===== src/rtl/decode_execute_register.sv =====
// decode_execute_register: ID/EX pipeline register with WB bypass, load-use bubble, stall hold and flush
module decode_execute_register #(
  parameter int DATA_WIDTH    = 32,
  parameter int ADDRESS_SIZE  = 5,
  parameter int CONTROL_WIDTH = 16
) (
  input  logic                     system_clock,
  input  logic                     system_reset,
  input  logic                     id_valid,
  input  logic [DATA_WIDTH-1:0]    id_pc,
  input  logic [ADDRESS_SIZE-1:0]  id_rs,
  input  logic [ADDRESS_SIZE-1:0]  id_rt,
  input  logic                     id_reads_rs,
  input  logic                     id_reads_rt,
  input  logic [DATA_WIDTH-1:0]    id_read_data_1,
  input  logic [DATA_WIDTH-1:0]    id_read_data_2,
  input  logic [DATA_WIDTH-1:0]    id_immediate,
  input  logic [CONTROL_WIDTH-1:0] id_control,
  input  logic [ADDRESS_SIZE-1:0]  id_dest,
  input  logic                     id_reg_write,
  input  logic                     id_mem_read,
  input  logic                     wb_write_enable,
  input  logic [ADDRESS_SIZE-1:0]  wb_write_address,
  input  logic [DATA_WIDTH-1:0]    wb_write_data,
  input  logic                     ex_stall,
  input  logic                     flush,
  output logic                     ex_valid,
  output logic                     ex_reg_write,
  output logic                     ex_mem_read,
  output logic [DATA_WIDTH-1:0]    ex_pc,
  output logic [DATA_WIDTH-1:0]    ex_operand_1,
  output logic [DATA_WIDTH-1:0]    ex_operand_2,
  output logic [DATA_WIDTH-1:0]    ex_immediate,
  output logic [CONTROL_WIDTH-1:0] ex_control,
  output logic [ADDRESS_SIZE-1:0]  ex_rs,
  output logic [ADDRESS_SIZE-1:0]  ex_rt,
  output logic [ADDRESS_SIZE-1:0]  ex_dest,
  output logic                     hazard_stall
);
  logic                  wb_live;
  logic [DATA_WIDTH-1:0] cap_1;
  logic [DATA_WIDTH-1:0] cap_2;
  logic                  hold_hit_1;
  logic                  hold_hit_2;
  logic                  bubble;
  // A GPR write lands on the same edge we capture, so the read ports still show the old value
  always_comb begin
    wb_live      = wb_write_enable && wb_write_address != '0;
    cap_1        = (wb_live && wb_write_address == id_rs) ? wb_write_data : id_read_data_1;
    cap_2        = (wb_live && wb_write_address == id_rt) ? wb_write_data : id_read_data_2;
    hold_hit_1   = wb_live && wb_write_address == ex_rs;
    hold_hit_2   = wb_live && wb_write_address == ex_rt;
    hazard_stall = !system_reset && id_valid && ex_valid && ex_mem_read && ex_reg_write &&
                   ex_dest != '0 && ((id_reads_rs && id_rs == ex_dest) || (id_reads_rt && id_rt == ex_dest));
    bubble       = flush || (!ex_stall && hazard_stall);
  end
  always_ff @(posedge system_clock or posedge system_reset) begin
    if (system_reset) begin
      ex_valid     <= 1'b0;
      ex_reg_write <= 1'b0;
      ex_mem_read  <= 1'b0;
      ex_pc        <= '0;
      ex_operand_1 <= '0;
      ex_operand_2 <= '0;
      ex_immediate <= '0;
      ex_control   <= '0;
      ex_rs        <= '0;
      ex_rt        <= '0;
      ex_dest      <= '0;
    end else if (bubble) begin
      ex_valid     <= 1'b0;
      ex_reg_write <= 1'b0;
      ex_mem_read  <= 1'b0;
      ex_control   <= '0;
    end else if (ex_stall) begin
      ex_operand_1 <= hold_hit_1 ? wb_write_data : ex_operand_1;
      ex_operand_2 <= hold_hit_2 ? wb_write_data : ex_operand_2;
    end else begin
      ex_valid     <= id_valid;
      ex_reg_write <= id_valid && id_reg_write;
      ex_mem_read  <= id_valid && id_mem_read;
      ex_control   <= id_valid ? id_control : '0;
      ex_pc        <= id_pc;
      ex_operand_1 <= cap_1;
      ex_operand_2 <= cap_2;
      ex_immediate <= id_immediate;
      ex_rs        <= id_rs;
      ex_rt        <= id_rt;
      ex_dest      <= id_dest;
    end
  end
endmodule

===== config.mk =====
export PLATFORM = sky130hd
export DESIGN_NAME = decode_execute_register
export DESIGN_NICKNAME = d
export VERILOG_FILES = /design/src/rtl/decode_execute_register.sv
export SDC_FILE = /design/constraint.sdc
export NUM_CORES = 1
export LEC_CHECK = 0
export CORE_AREA = 3 3 143 145
export CTS_CLUSTER_DIAMETER = 30
export DETAILED_ROUTE_END_ITERATION = 12
export DIE_AREA = 0 0 146 148
export GPL_ROUTABILITY_DRIVEN = 0
export HOLD_SLACK_MARGIN = 0.05
export PLACE_DENSITY = 0.76
export SLEW_MARGIN = 20
export SYNTH_ARGS = -nofsm -noshare
export SYNTH_HDL_FRONTEND = slang
export SYNTH_SLANG_ARGS = --single-unit

===== constraint.sdc =====
create_clock -name system_clock -period 9.78 [get_ports system_clock]
set_clock_uncertainty 0.05 [all_clocks]
set_input_delay 2.445 -clock system_clock [delete_from_list [all_inputs] [get_ports system_clock]]
set_output_delay 2.445 -clock system_clock [all_outputs]
set_load 0.02 [all_outputs]

Yosys cells after proc, flatten, opt, wreduce, memory -nomap -nowiden
Index checks and enable logic that the tools add are counted.

cells by class
  div/mod/pow operators = 0
  equality and inequality tests = 9
  $lt $le $gt $ge = 0
  multiply operators = 0
  shift-type cells = 0
  multiplexer cells = 15
  bitwise gates (word level) = 2
  add/sub/neg operators = 0
  reductions and logical operators = 25

operators by type and width
  operator                                                         number
  32-bit 2-to-1 mux                                                6
  16-bit 2-to-1 mux                                                3
  5-bit equality test                                              6
  1-bit logical AND                                                16
  5-bit nonzero test                                               2
  1-bit 2-to-1 mux                                                 6
  2-bit by 1-bit != test with 1-bit output, second input constant  3
  2-bit AND reduction                                              3
  1-bit zero test                                                  2
  1-bit logical OR                                                 2
  1-bit inverter                                                   2

storage, ports and cells
  bits in read-only memories = 0
  memories kept = 0
  logic and storage cells = 62
  bits in latches = 0
  output and inout port bits = 163
  bits in writable memories = 0
  register bits = 162

Longest topological paths before layout
  depth in word-level cells = 11
  gate-level depth with buffers = 8
  mapped depth without buffers = 5

Least setup slack after synthesis
No wires, ideal clock.

  path kind = in2out
  from = input id_rt[0]
  to = output hazard_stall
  cell stages on the path = 4
  path slack = 4.181 ns
  required time = 7.285 ns
  arrival time = 3.104 ns
  cell sequence = xnor2_1 > nand4_1 > o22ai_1 > and2_1

between the ends
  word-level cells in the longest chain between the ends = 4

RTL lines
  what                 line  RTL
  start, declared      12    input logic [ADDRESS_SIZE-1:0] id_rt,
  5-bit equality test  54    ex_dest != '0 && ((id_reads_rs && id_rs == ex_dest) || (id_reads_rt && id_rt == ex_dest));
  1-bit logical AND    54
  1-bit logical OR     54
  1-bit logical AND    54
  end, declared        38    output logic hazard_stall

Every way passes these cells.

Worst setup path in the final report
  from = input id_valid
  to = output hazard_stall

between the ends
  word-level cells in the longest chain between the ends = 6

RTL lines
  what                            line  RTL
  start, declared                 9     input logic id_valid,
  1-bit logical AND (5 in a row)  53    hazard_stall = !system_reset && id_valid && ex_valid && ex_mem_read && ex_reg_write &&
  1-bit logical AND               54

Every way passes these cells.

==> impl_metrics.yaml <==
status:
  outcome: "completed"
synthesis:
  synth.distinct_cells: 33
  synth.ff_latch_count: 162
  synth_edf_count: 0
  synth.top_cells.by_count: "dfrtp_1 (162), mux2_2 (147), mux2_4 (50)"
  synth_top_family_by_area: "multiplexers"
  syn_inst: 481
  synth.mux.area_fraction_pct: 33.7
  synthArstFlopShare_pct: 100
  synth.top_cell.area_share_pct: 54.2
  avgSynthCellArea_sq_um: 15.6
  synth_xor_area_share_pct: 3.51
  yosys.area_share.adder_pct: 0
  synth_area_leaders: "dfrtp_1 (54%), mux2_2 (22%), mux2_4 (10%)"
  yosysSeqAreaShare_pct: 54.2
  yosysMostFrequentCell: "dfrtp_1"
  syn_nets: 687
  syn_area_sq_mm: 0.00748
  ys_warn_count: 0
  synth-simple-area-share_pct: 1.82
  synth_compound_area_share_pct: 3.88
  ys.flop_type: "dfrtp_1"
  synth_top_cell_by_area: "dfrtp_1"
power:
  max-vdd-ir-drop_mv: 0.109
  total_power_uw: 2180
  p_leak_uw: 0.00490
  power.density_mw_per_mm2: 182
cts:
  cts.sinks: 162
  clkTransAtPathRegs_ns: 0.07
  cts_resized: 0
  cts_buffer_depth: 2
  htreeDepth: 4
  cts_tree: "yes"
  cts_setup_buffers: 0
  clockRootBuffer: "clkbuf_16"
  clk_latency_ns: 0.42
  hold_buffers: 0
  cts_inserted_buffers: 17
grt:
  grt_antenna_before_repair: 0
  grt_usage_pct: 20.6
  grt_pass1_vias: 5918
  grt_max_degree: 99
  grt_overflow: 0
  grt_pass1_wl_um: 34600
setup_path:
  slowest_stage: "clkdlybuf4s50_1"
  critical_path_required_ns: 7.29
  critPathTopFamily: "buffers and inverters"
  cp.buffers_inverters: 3
  cp_slowest_stage_delay_ns: 0.62
  worst-path-max-fanout: 20
  crit_top_cell: "clkdlybuf4s50_1"
  cp.arrival_ns: 4.66
  crit_path_start_kind: "input port"
  worstPathCellList: "clkdlybuf4s50_1 > buf_4 > nand4_1 > a211oi_1 > and2_1 > clkdlybuf4s50_1"
  worstSetupPathType: "in -> out"
  worst_setup_path_end_kind: "output pin"
sta:
  timing.final.crit_share_pct: 73.1
  setup_tns_ns: 0
  slew_headroom_pct: 34.9
  setup_slack_ns: 2.63
  finalHoldViolations: 0
  setup_viol: 0
  drv_slew: 0
  grt_setup_unrepaired: "no"
  worst_pin_slew_ns: 0.976
  min_period_ns: 7.15
  timing.fmax_mhz: 140
hold_path:
  hold_class: "reg -> reg"
final_layout:
  stdcell_count: 1121
  antennaDiodeCount: 0
  final_core_utilization_pct: 61.9
  fillers: 1542
  nets: 1049
  layout-drive-gt1-share_pct: 28.9
  areaGrowthSynthToFinish_pct: 59.9
floorplan:
  io_pins: 369
  die_w_um: 146
  core_area_sq_mm: 0.0193
  die_area_sq_mm: 0.0216
  num_rows: 51
  start_util_pct: 38.7
  die_h_um: 148
route:
  drc: 0
  ant_nets: 0
  drtIter0Drc: 165
  first_pass_iters: 4
  via_per_inst: 4.86
  wire_per_inst_um: 20.0
  routed_wl_um: 22500
  vias: 5450
job:
  maxCapViolations: 0
placement:
  port_buffers: 368
  dp_slack_ns: 2.62
  placed_cells: 1089
  hpwlAfterDp_um: 16600
[path summary, 6_finish.rpt]
kind | startpoint | endpoint | slack [ns] | depth (start not counted)
max reg2reg | ex_dest[1] | ex_immediate[8] | 6.72 | 5
min reg2reg | ex_control[4] | ex_control[4] | 0.45 | 1
max in group asynchronous | system_reset | ex_operand_2[1] | 5.66 | 3
min in group asynchronous | system_reset | ex_operand_1[5] | 2.54 | 2
min | ex_control[4] | ex_control[4] | 0.45 | 1
max | id_valid | hazard_stall | 2.63 | 6
[sequential cells by signal, indices dropped and copies added, names as in the netlist]
| name | flops |
|---|---|
| ex_reg_write | 1 |
| ex_rt | 5 |
| ex_mem_read | 1 |
| ex_pc | 32 |
| ex_operand_1 | 32 |
| ex_rs | 5 |
| ex_immediate | 32 |
| ex_valid | 1 |
| ex_control | 16 |
| ex_operand_2 | 32 |
| ex_dest | 5 |
[final cells by class]
cell class	count	area [sq um]	area share (%)
clock inverters	14	160	1.34
repair buffers	375	3740	31.2
clock buffers	18	439	3.67
inverters	3	16.3	0.136
multi-input cells	284	3230	27.0
flip-flops and latches	162	4050	33.9
well taps	265	332	2.77
[metal layers]
metal	part of all wire [%]	global-route usage, %
met1	40	24.3
met2	50	35.2
met3	8.8	8.49
met4	1.4	5.17
met5	0	0
[layout by cell type, fill, tap and decap left out, types with 2 or more instances in the layout]
| master | count |
|---|---|
| nor3_1 | 2 |
| nor3_2 | 2 |
| mux2_1 | 10 |
| buf_4 | 7 |
| dfrtp_1 | 162 |
| inv_8 | 4 |
| nand4_1 | 5 |
| a41oi_4 | 2 |
| a32o_1 | 18 |
| xor2_1 | 12 |
| inv_6 | 7 |
| inv_1 | 2 |
| nand2_1 | 2 |
| mux2_2 | 147 |
| mux2_4 | 50 |
| nand3_2 | 2 |
| clkdlybuf4s50_1 | 368 |
| xnor2_1 | 18 |
| clkbuf_16 | 17 |
[kinds of logic after synthesis]
| logic type | Yosys count |
|---|---|
| simple gates | 20 |
| compound gates | 27 |
| flops | 162 |
| xor+xnor | 30 |
| mux | 207 |
| buf+inv | 35 |
[power by group]
group	internal, uW	switching, uW	leakage, uW
logic	378	286	0.00267
registers	769	61.1	0.00193
clock network	372	310	0.000293
total	1520	657	0.00490
[through the flow]
stage               area, sq um  hold WS [ns]
finish                    12000         0.450
global route              12000         0.464
CTS                       12000         0.453
detailed placement        11400         0.434
global placement          11400         0.423
floorplan                  7480         0.560
Power figures use the tool's default switching activity.
